--- config.mk ---
export PLATFORM = sky130hd
export DESIGN_NAME = issue_queue_age
export DESIGN_NICKNAME = d
export VERILOG_FILES = /design/src/rtl/issue_queue_age.sv
export SDC_FILE = /design/constraint.sdc
export NUM_CORES = 2
export LEC_CHECK = 0
export CELL_PAD_IN_SITES_DETAIL_PLACEMENT = 1
export CELL_PAD_IN_SITES_GLOBAL_PLACEMENT = 1
export CORE_AREA = 3 3 442 444
export DETAILED_ROUTE_END_ITERATION = 12
export DIE_AREA = 0 0 445 447
export PLACE_DENSITY_LB_ADDON = 0.25
export SLEW_MARGIN = 20
export SYNTH_ARGS = -nofsm -noshare
export SYNTH_HDL_FRONTEND = slang
export SYNTH_SLANG_ARGS = --single-unit
--- constraint.sdc ---
create_clock -name CLK -period 13.4 [get_ports CLK]
set_input_delay 2.01 -clock CLK [delete_from_list [all_inputs] [get_ports CLK]]
set_output_delay 2.01 -clock CLK [all_outputs]
set_load 0.02 [all_outputs]
--- src/rtl/issue_queue_age.sv ---
// -----------------------------------------------------------------------------
// issue_queue_age
//
// Out-of-order issue queue. Up to PW micro-ops are dispatched per cycle into
// the lowest-index free slots; one entry per cycle is issued over a
// valid/ready handshake. A whole-queue flush discards every entry.
//
// Build option:
//   ISSUE_AGE_ORDER_EN  defined   : an age matrix tracks relative age and the
//                                   oldest operands-ready entry is selected.
//                       undefined : no age matrix; the lowest-index
//                                   operands-ready entry is selected.
//
// Ports:
//   CLK                 clock
//   RST                 synchronous active-high reset
//   push_valid[PW]      per-lane dispatch request, contiguous from lane 0
//   push_info[DW*PW]    lane k payload in bits [DW*k +: DW]
//   push_ready          queue can absorb PW entries this cycle
//   entry_ready[DP]     per-slot operands-ready from the wakeup logic
//   issue_valid         a selected entry is presented
//   issue_ready         execute unit accepts the presented entry
//   issue_info[DW]      payload of the selected entry (0 when idle)
//   issue_index         slot of the selected entry (0 when idle)
//   flush               discard all entries at the next edge
//   buffer_malloc_qout  registered slot-valid bits
//   issue_info_qout     registered payload of all slots, slot i at [DW*i +: DW]
//   free_cnt            number of free slots
// -----------------------------------------------------------------------------
module issue_queue_age #(
  parameter int DW = 100,
  parameter int DP = 8,
  parameter int PW = 2
) (
  input  logic                  CLK,
  input  logic                  RST,
  input  logic [PW-1:0]         push_valid,
  input  logic [DW*PW-1:0]      push_info,
  output logic                  push_ready,
  input  logic [DP-1:0]         entry_ready,
  output logic                  issue_valid,
  input  logic                  issue_ready,
  output logic [DW-1:0]         issue_info,
  output logic [$clog2(DP)-1:0] issue_index,
  input  logic                  flush,
  output logic [DP-1:0]         buffer_malloc_qout,
  output logic [DW*DP-1:0]      issue_info_qout,
  output logic [$clog2(DP):0]   free_cnt
);

  localparam int IW = $clog2(DP);
  localparam int CW = IW + 1;

  logic [DP-1:0] valid_q;
  logic [DW-1:0] payload_q [DP];

  logic [DP-1:0] slot_push;            // slot is written by an accepted lane
  logic [DW-1:0] slot_data [DP];
  logic [CW-1:0] free_rank;
  logic [DP-1:0] cand;
  logic [DP-1:0] sel_oh;
  logic [IW-1:0] sel_idx;
  logic [DP-1:0] issue_clr;

  // ---------------------------------------------------------------------------
  // Occupancy, from registered state only: a slot freed by an issue this cycle
  // is not counted as free until the next cycle.
  // ---------------------------------------------------------------------------
  always_comb begin
    // NOTE: combinational blocks use blocking '=' so later statements see the
    // updated value, and every output is given a default first so no path
    // leaves it unassigned (which would infer a latch).
    free_cnt = CW'(DP);
    for (int s = 0; s < DP; s++) begin
      if (valid_q[s]) free_cnt = free_cnt - CW'(1);
    end
  end

  assign push_ready = (free_cnt >= CW'(PW));

  // ---------------------------------------------------------------------------
  // Slot allocation: lane k takes the k-th lowest free slot. free_rank counts
  // free slots seen so far while scanning upward.
  // ---------------------------------------------------------------------------
  always_comb begin
    slot_push = '0;
    free_rank = '0;
    for (int s = 0; s < DP; s++) slot_data[s] = '0;
    for (int s = 0; s < DP; s++) begin
      if (!valid_q[s]) begin
        for (int k = 0; k < PW; k++) begin
          if (free_rank == CW'(k) && push_valid[k] && push_ready && !flush) begin
            slot_push[s] = 1'b1;
            slot_data[s] = push_info[DW*k +: DW];
          end
        end
        free_rank = free_rank + CW'(1);
      end
    end
  end

  // ---------------------------------------------------------------------------
  // Selection
  // ---------------------------------------------------------------------------
  assign cand = valid_q & entry_ready;

`ifdef ISSUE_AGE_ORDER_EN
  // age_q[i][j] = 1 : slot i is older than slot j.
  logic [DP-1:0][DP-1:0] age_q;
  logic [DP-1:0][DP-1:0] age_d;

  // A candidate wins when no other candidate is older than it. The age matrix
  // is a total order over valid slots, so exactly one bit survives.
  always_comb begin
    for (int i = 0; i < DP; i++) begin
      sel_oh[i] = cand[i];
      for (int j = 0; j < DP; j++) begin
        if (cand[j] && age_q[j][i]) sel_oh[i] = 1'b0;
      end
    end
  end

  // Lanes land in ascending slot order, so "the slot of a lower accepted lane"
  // is exactly "a slot pushed this cycle with a lower index". Row clears come
  // first so that same-cycle lower lanes can then be marked older.
  always_comb begin
    age_d = age_q;
    for (int s = 0; s < DP; s++) begin
      if (slot_push[s]) age_d[s] = '0;
    end
    for (int s = 0; s < DP; s++) begin
      if (slot_push[s]) begin
        for (int j = 0; j < DP; j++) begin
          if (valid_q[j] || (slot_push[j] && j < s)) age_d[j][s] = 1'b1;
        end
      end
    end
  end

  always_ff @(posedge CLK) begin
    if (RST || flush) age_q <= '0;
    else              age_q <= age_d;
  end
`else
  assign sel_oh = cand;
`endif

  // Lowest set bit of sel_oh; yields 0 when nothing is selected.
  always_comb begin
    sel_idx = '0;
    for (int i = DP - 1; i >= 0; i--) begin
      if (sel_oh[i]) sel_idx = IW'(i);
    end
  end

  assign issue_valid = |cand;
  assign issue_index = sel_idx;
  assign issue_info  = issue_valid ? payload_q[sel_idx] : '0;
  assign issue_clr   = (issue_valid && issue_ready) ? (DP'(1) << sel_idx) : '0;

  // ---------------------------------------------------------------------------
  // State
  // ---------------------------------------------------------------------------
  always_ff @(posedge CLK) begin
    // NOTE: sequential state uses non-blocking '<=' so every register samples
    // pre-edge values regardless of statement order.
    if (RST) begin
      valid_q <= '0;
      // NOTE: the payload array is reset because issue_info_qout exposes every
      // slot directly and must read 0 after reset; otherwise storage arrays
      // are normally left unreset.
      for (int s = 0; s < DP; s++) payload_q[s] <= '0;
    end else begin
      // Flush wins over both the handshake and pushes (slot_push is already
      // gated by flush, so payloads are untouched too).
      if (flush) valid_q <= '0;
      else       valid_q <= (valid_q & ~issue_clr) | slot_push;
      for (int s = 0; s < DP; s++) begin
        if (slot_push[s]) payload_q[s] <= slot_data[s];
      end
    end
  end

  assign buffer_malloc_qout = valid_q;

  always_comb begin
    issue_info_qout = '0;
    for (int s = 0; s < DP; s++) issue_info_qout[DW*s +: DW] = payload_q[s];
  end

endmodule

Word level (Yosys, flattened, before mapping)

Memories as Yosys holds them, arrays and structs flattened.
Index checks and enable logic that the tools add are counted.

Register bits after elaboration: 8
Bits in latches: 0
Bits in writable memories: 800
Memory bits (read-only): 0
Bits of input ports: 214
Output and inout port bits: 917
Word-level logic and storage cells: 196
Memories: 1

Add/subtract/negate cells: 13
$mul: 0
Div/mod/pow operators: 0
$lt $le $gt $ge: 1
Eq/ne operators: 7
Shift operators: 1
Mux-type cells: 105
Bitwise gates (word level): 12
Reduce and logical (&&, ||, !) cells: 55

Memory list:

| name      | depth | bits a word | read ports | clocked after memory_dff | write ports | RTL line | source |
|---|---|---|---|---|---|---|---|
| payload_q | 8     | 100         | 9          | 0                        | 8           | 55       | `logic [DW-1:0] payload_q [DP];` |

Operators by type and width:

| operator                                                                             | count |
|---|---|
| 100-bit 2-to-1 mux                                                                   | 32 |
| 4-bit 2-to-1 mux                                                                     | 14 |
| 1-bit 2-to-1 mux                                                                     | 50 |
| 1-bit logical AND                                                                    | 45 |
| 4-bit by 1-bit equality test with 1-bit output (second input constant)               | 7 |
| 4-bit zero test                                                                      | 7 |
| 4-bit by 1-bit subtractor with 4-bit output (second input constant)                  | 7 |
| 4-bit by 1-bit adder with 4-bit output (second input constant)                       | 6 |
| 3-bit 2-to-1 mux                                                                     | 8 |
| 8-bit AND                                                                            | 2 |
| 8-bit 2-to-1 mux                                                                     | 1 |
| 8-bit inverter                                                                       | 1 |
| 1-bit bitwise OR                                                                     | 8 |
| 8-bit bitwise OR                                                                     | 1 |
| 8-bit OR reduction                                                                   | 1 |
| 1-bit by 3-bit << shifter with 8-bit output (first input constant)                   | 1 |
| 4-bit by 2-bit greater-or-equal comparator with 1-bit output (second input constant) | 1 |
| 2-bit OR reduction                                                                   | 1 |
| 1-bit zero test                                                                      | 1 |

Depth between registers and ports, before layout

Word-level depth: 25
Mapped depth: 23
Mapped depth without buffers: 21

Worst setup path before layout

No wires, ideal clock.

Path kind: reg2reg
Start point: register valid_q[0], in the netlist buffer_malloc_qout[0]
End point: memory payload_q[6][0], enable pin
Library setup time: 0.697 ns
Arrival time: 11.698 ns
Data required time: 12.703 ns
Setup slack: 1.005 ns
Stages on the path, launching flop included: 18
Path buffers: 1
Clock period less this slack: 12.395 ns
Path through: dfxtp_1 -> inv_1 -> fa_1 -> xnor2_2 -> inv_1 -> ha_1 -> nand2b_1 -> o311a_1 -> ha_1 -> mux2_2 -> ha_1 -> a22oi_1 -> or3_1 -> xor3_1 -> inv_1 -> buf_2 -> o21ai_0 -> o21ai_0

RTL lines:

| element                | RTL line | source |
|---|---|---|
| from (decl)            | 54       | `logic [DP-1:0] valid_q;` |
| from (signal assigned) | 177      | `else valid_q <= (valid_q & ~issue_clr) \| slot_push;` |
| to (decl)              | 55       |  |

Final worst setup path

Start point: register valid_q[0], in the netlist buffer_malloc_qout[0]
End point: output free_cnt[3]

Word-level cells in the longest chain between the ends: 15

RTL lines:

| element                                     | RTL line | source |
|---|---|---|
| 4-bit 2-to-1 mux (*)                        | 75       | `if (valid_q[s]) free_cnt = free_cnt - CW'(1);` |
| 4-bit by 1-bit subtractor with 4-bit output | 75       |  |
| 4-bit 2-to-1 mux (*)                        | 75       |  |
| 4-bit by 1-bit subtractor with 4-bit output | 75       |  |
| 4-bit 2-to-1 mux (*)                        | 75       |  |
| 4-bit by 1-bit subtractor with 4-bit output | 75       |  |
| 4-bit 2-to-1 mux (*)                        | 75       |  |
| 4-bit by 1-bit subtractor with 4-bit output | 75       |  |
| 4-bit 2-to-1 mux (*)                        | 75       |  |
| 4-bit by 1-bit subtractor with 4-bit output | 75       |  |
| 4-bit 2-to-1 mux (*)                        | 75       |  |
| 4-bit by 1-bit subtractor with 4-bit output | 75       |  |
| 4-bit 2-to-1 mux (*)                        | 75       |  |
| 4-bit by 1-bit subtractor with 4-bit output | 75       |  |
| 4-bit 2-to-1 mux (*)                        | 75       |  |
| to (decl)                                   | 48       | `output logic [$clog2(DP):0] free_cnt` |

Mark *: on every way between the ends. The rest lies on a longest branch, timed or not.

==> results.py <==
metrics = {
    "floorplanning": {
        "design.die.area_mm2": 0.1989,
        "core_area_mm2": 0.1920,
        "rows": 161,
        "die_w_um": 445,
        "boundaryPins": 1131,
        "die_y_um": 447,
        "start_util_pct": 21.58,
    },
    "logic_synthesis": {
        "synthDistinctLibCells": 62,
        "synth_ff_type": "edfxtp_1",
        "syn_area_mm2": 0.04142,
        "yosysTopAreaCell": "edfxtp_1",
        "async_flop_share_pct": 0,
        "seq_area_frac_synth_pct": 58.39,
        "ys_top_cells_by_area": "edfxtp_1 (58%), a22oi_1 (13%), mux4_2 (11%)",
        "yosys_warnings": 0,
        "synthCells": 3275,
        "synth_most_common_cell": "edfxtp_1",
        "synth_common_cells": "edfxtp_1 (800), nor2_1 (719), a22oi_1 (705), clkbuf_1 (226), mux4_2 (200)",
        "synth_nets": 3511,
        "ys_ff_latch": 808,
        "syn-mean-instance-area_um2": 12.65,
        "synth-edff-count": 800,
        "synth_top_area_share_pct": 58.00,
    },
    "power_and_ir_drop": {
        "leakage_uw": 0.01822,
        "power.density_mw_per_mm2": 130.1,
        "power_uw": 7610,
        "peakVddDrop_v": 0.00008781,
    },
    "drt": {
        "drc": 0,
        "final_antenna_net_count": 0,
        "viasPerCell": 5.309,
        "firstDrtPassIters": 6,
        "drtIter0Drc": 3984,
        "wirelength_um": 238800,
        "wl_per_cell_um": 35.17,
        "dr_total_vias": 36040,
    },
    "sta": {
        "slew-limit-headroom_pct": 19.26,
        "finalCriticalPeriod_ps": 8599,
        "fin_skew_ps": 32.26,
        "rsz0062_at_grt": "no",
        "setup_violations": 0,
        "hold_viol": 0,
        "max_freq_mhz": 116.3,
        "min_period_over_period_pct": 64.17,
        "tns_ps": 0,
        "tightest_slew_ps": 1211,
        "slew_violations": 0,
    },
    "cts": {
        "clock_path_buffers": 3,
        "cts.htree.levels": 3,
        "cts_hold_buffers": 0,
        "cts_inserted_buffers": 99,
        "cts_tree": "done",
        "root_buffer": "clkbuf_16",
        "path_clk_slew_ps": 60,
        "clk_latency_ps": 720,
        "clock_sinks": 808,
        "cts_resized": 0,
        "postCtsSetupRepairBufs": 0,
    },
    "critical_path": {
        "end_kind": "primary output",
        "worst_path_max_delay_cell": "clkdlybuf4s50_1",
        "critPathMaxFanout": 13,
        "crit_required_ps": 11390,
        "cp_cell_sequence": "inv_1 > fa_1 > xnor2_2 > inv_1 > ha_1 > nand2b_1 > o311a_1 > ha_1 > mux2_2 > ha_1 > nand2_1 > xnor2_1 > or3_1 > xor3_1 > inv_1 > clkdlybuf4s50_1",
        "reg2reg_depth": 19,
        "start_kind": "register",
        "worstSetupPathType": "reg -> out",
        "r2r_end": "payload_q[5][35]",
        "crit_path_max_incr_delay_ps": 750,
        "r2r_start": "buffer_malloc_qout[0]",
        "crit_arrival_ps": 6590,
        "rrSetupSlack_ps": 5380,
    },
    "worst_hold_path": {
        "hp-class": "reg -> reg",
        "min_to": "buffer_malloc_qout[2]",
        "worstHoldPathCells": 2,
        "holdCritStartpoint": "buffer_malloc_qout[2]",
    },
    "layout": {
        "fin_nets": 4404,
        "drive_gt1_share_pct": 11.11,
        "instances_no_fill": 6789,
        "area_growth_pct": 41.24,
        "fillers": 20830,
    },
    "placement": {
        "io_buffers": 1130,
        "dp.cells": 6593,
        "dp_hpwl_um": 160600,
        "gp_congestion": 0.8276,
    },
    "grt": {
        "grtUsageTotal_pct": 22.98,
        "antenna_found_initial": 28,
        "gr-total-overflow": 0,
        "grt_pass1_vias": 36920,
        "grt_max_degree": 101,
        "grt_pass1_wl_um": 322700,
    },
    "status": {
        "status": "finished, final reports clean",
    },
    "flow_run": {
        "drv_cap": 0,
    },
}
[sequential cells by signal, indices dropped and copies added, names as in the netlist]
signal and flops:
payload_q 800, buffer_malloc_qout 8
[power breakdown]
| part | leakage (µW) | internal (µW) | switching [µW] |
|---|---|---|---|
| logic | 0.00820 | 599 | 987 |
| registers | 0.00838 | 2990 | 182 |
| clock network | 0.00163 | 1660 | 1190 |
| total | 0.0182 | 5250 | 2360 |
[through the flow]
| stage | instance area, µm² | worst slack [ps] | hold WS (ps) | utilization (%) |
|---|---|---|---|---|
| after floorplan | 41420 | 1005 | 665.2 | - |
| after global placement | 55110 | 5214 | 687.1 | 28.71 |
| after detailed placement | 55110 | 5126 | 716.8 | 28.71 |
| after CTS | 58460 | 4715 | 723.4 | 30.45 |
| after global routing | 58490 | 4413 | 737.0 | 30.47 |
| final | 58500 | 4801 | 725.3 | 30.47 |
[layout make-up]
class	count	area, µm²	area share (%)
antenna	16	40.04	0.06844
clock buffer	116	2604	4.451
clock inverter	64	752.0	1.285
inverter	25	101.3	0.1732
multi-input combinational	2023	15670	26.78
sequential	808	24180	41.34
tap	2526	3161	5.402
timing repair buffer	1211	11990	20.50
[worst max-delay path by stage]
stage | startpoint | end | slack, ps
finish | buffer_malloc_qout[0] | free_cnt[3] | 4800
floorplan | buffer_malloc_qout[0] | payload_q[6][0] | 1000
detailed placement | entry_ready[6] | issue_info[65] | 5130
global placement | entry_ready[6] | issue_info[57] | 5210
global route | buffer_malloc_qout[0] | free_cnt[3] | 4410
CTS | buffer_malloc_qout[0] | free_cnt[3] | 4710
[cells in the final DEF (no fill, tap or decap), types with 5 or more instances in the layout]
cell and count:
a22o_1 100, clkdlybuf4s50_1 1130, buf_12 6, nor2_1 714, clkinv_1 19, clkinv_2 18, ha_1 21, xor2_1 6
nor3_1 6, a21oi_1 15, o211ai_1 5, bufinv_16 14, nor2b_1 7, o21ai_0 15, mux4_2 200, a22oi_1 705
inv_1 22, nand3_1 7, clkbuf_16 101, xnor2_1 10, edfxtp_1 800, diode_2 16, buf_4 75, nand2b_1 6
nand2_1 29, dfxtp_1 8, clkbuf_1 13, nor2_4 5, nand2_4 5, and2_1 101
[cell families (layout without fill, tap and decap cells)]
family	after synthesis	count (layout)	synth area share (%)
compound gates	867	867	15.94
xor+xnor	21	21	0.5951
fa+ha+maj	22	22	0.6827
flops	808	808	58.39
other cells	0	16	0
buf+inv	444	1416	4.229
simple gates	908	908	9.159
mux	205	205	11.00
[metal layers]
layer  global-route usage [%]  vias up  routed length (µm)
met5                        0        -                 150
met4                    10.18       20               11250
met3                    4.634      413               16200
met2                    39.74     1921              119100
met1                    27.56    19200               92140
li1                         -    14490                   -
[critical path, delay by kind of cell (launching register included)]
kind	cells	cell delay, ps
buffers and inverters	4	1590
adder cells (fa/ha/maj)	4	1520
multiplexers	1	320
AO/OA/AOI/OAI	1	160
flip-flops	1	600
XOR/XNOR	3	1090
AND/OR/NAND/NOR	3	590
No activity file was read; power rests on OpenSTA's default activity.
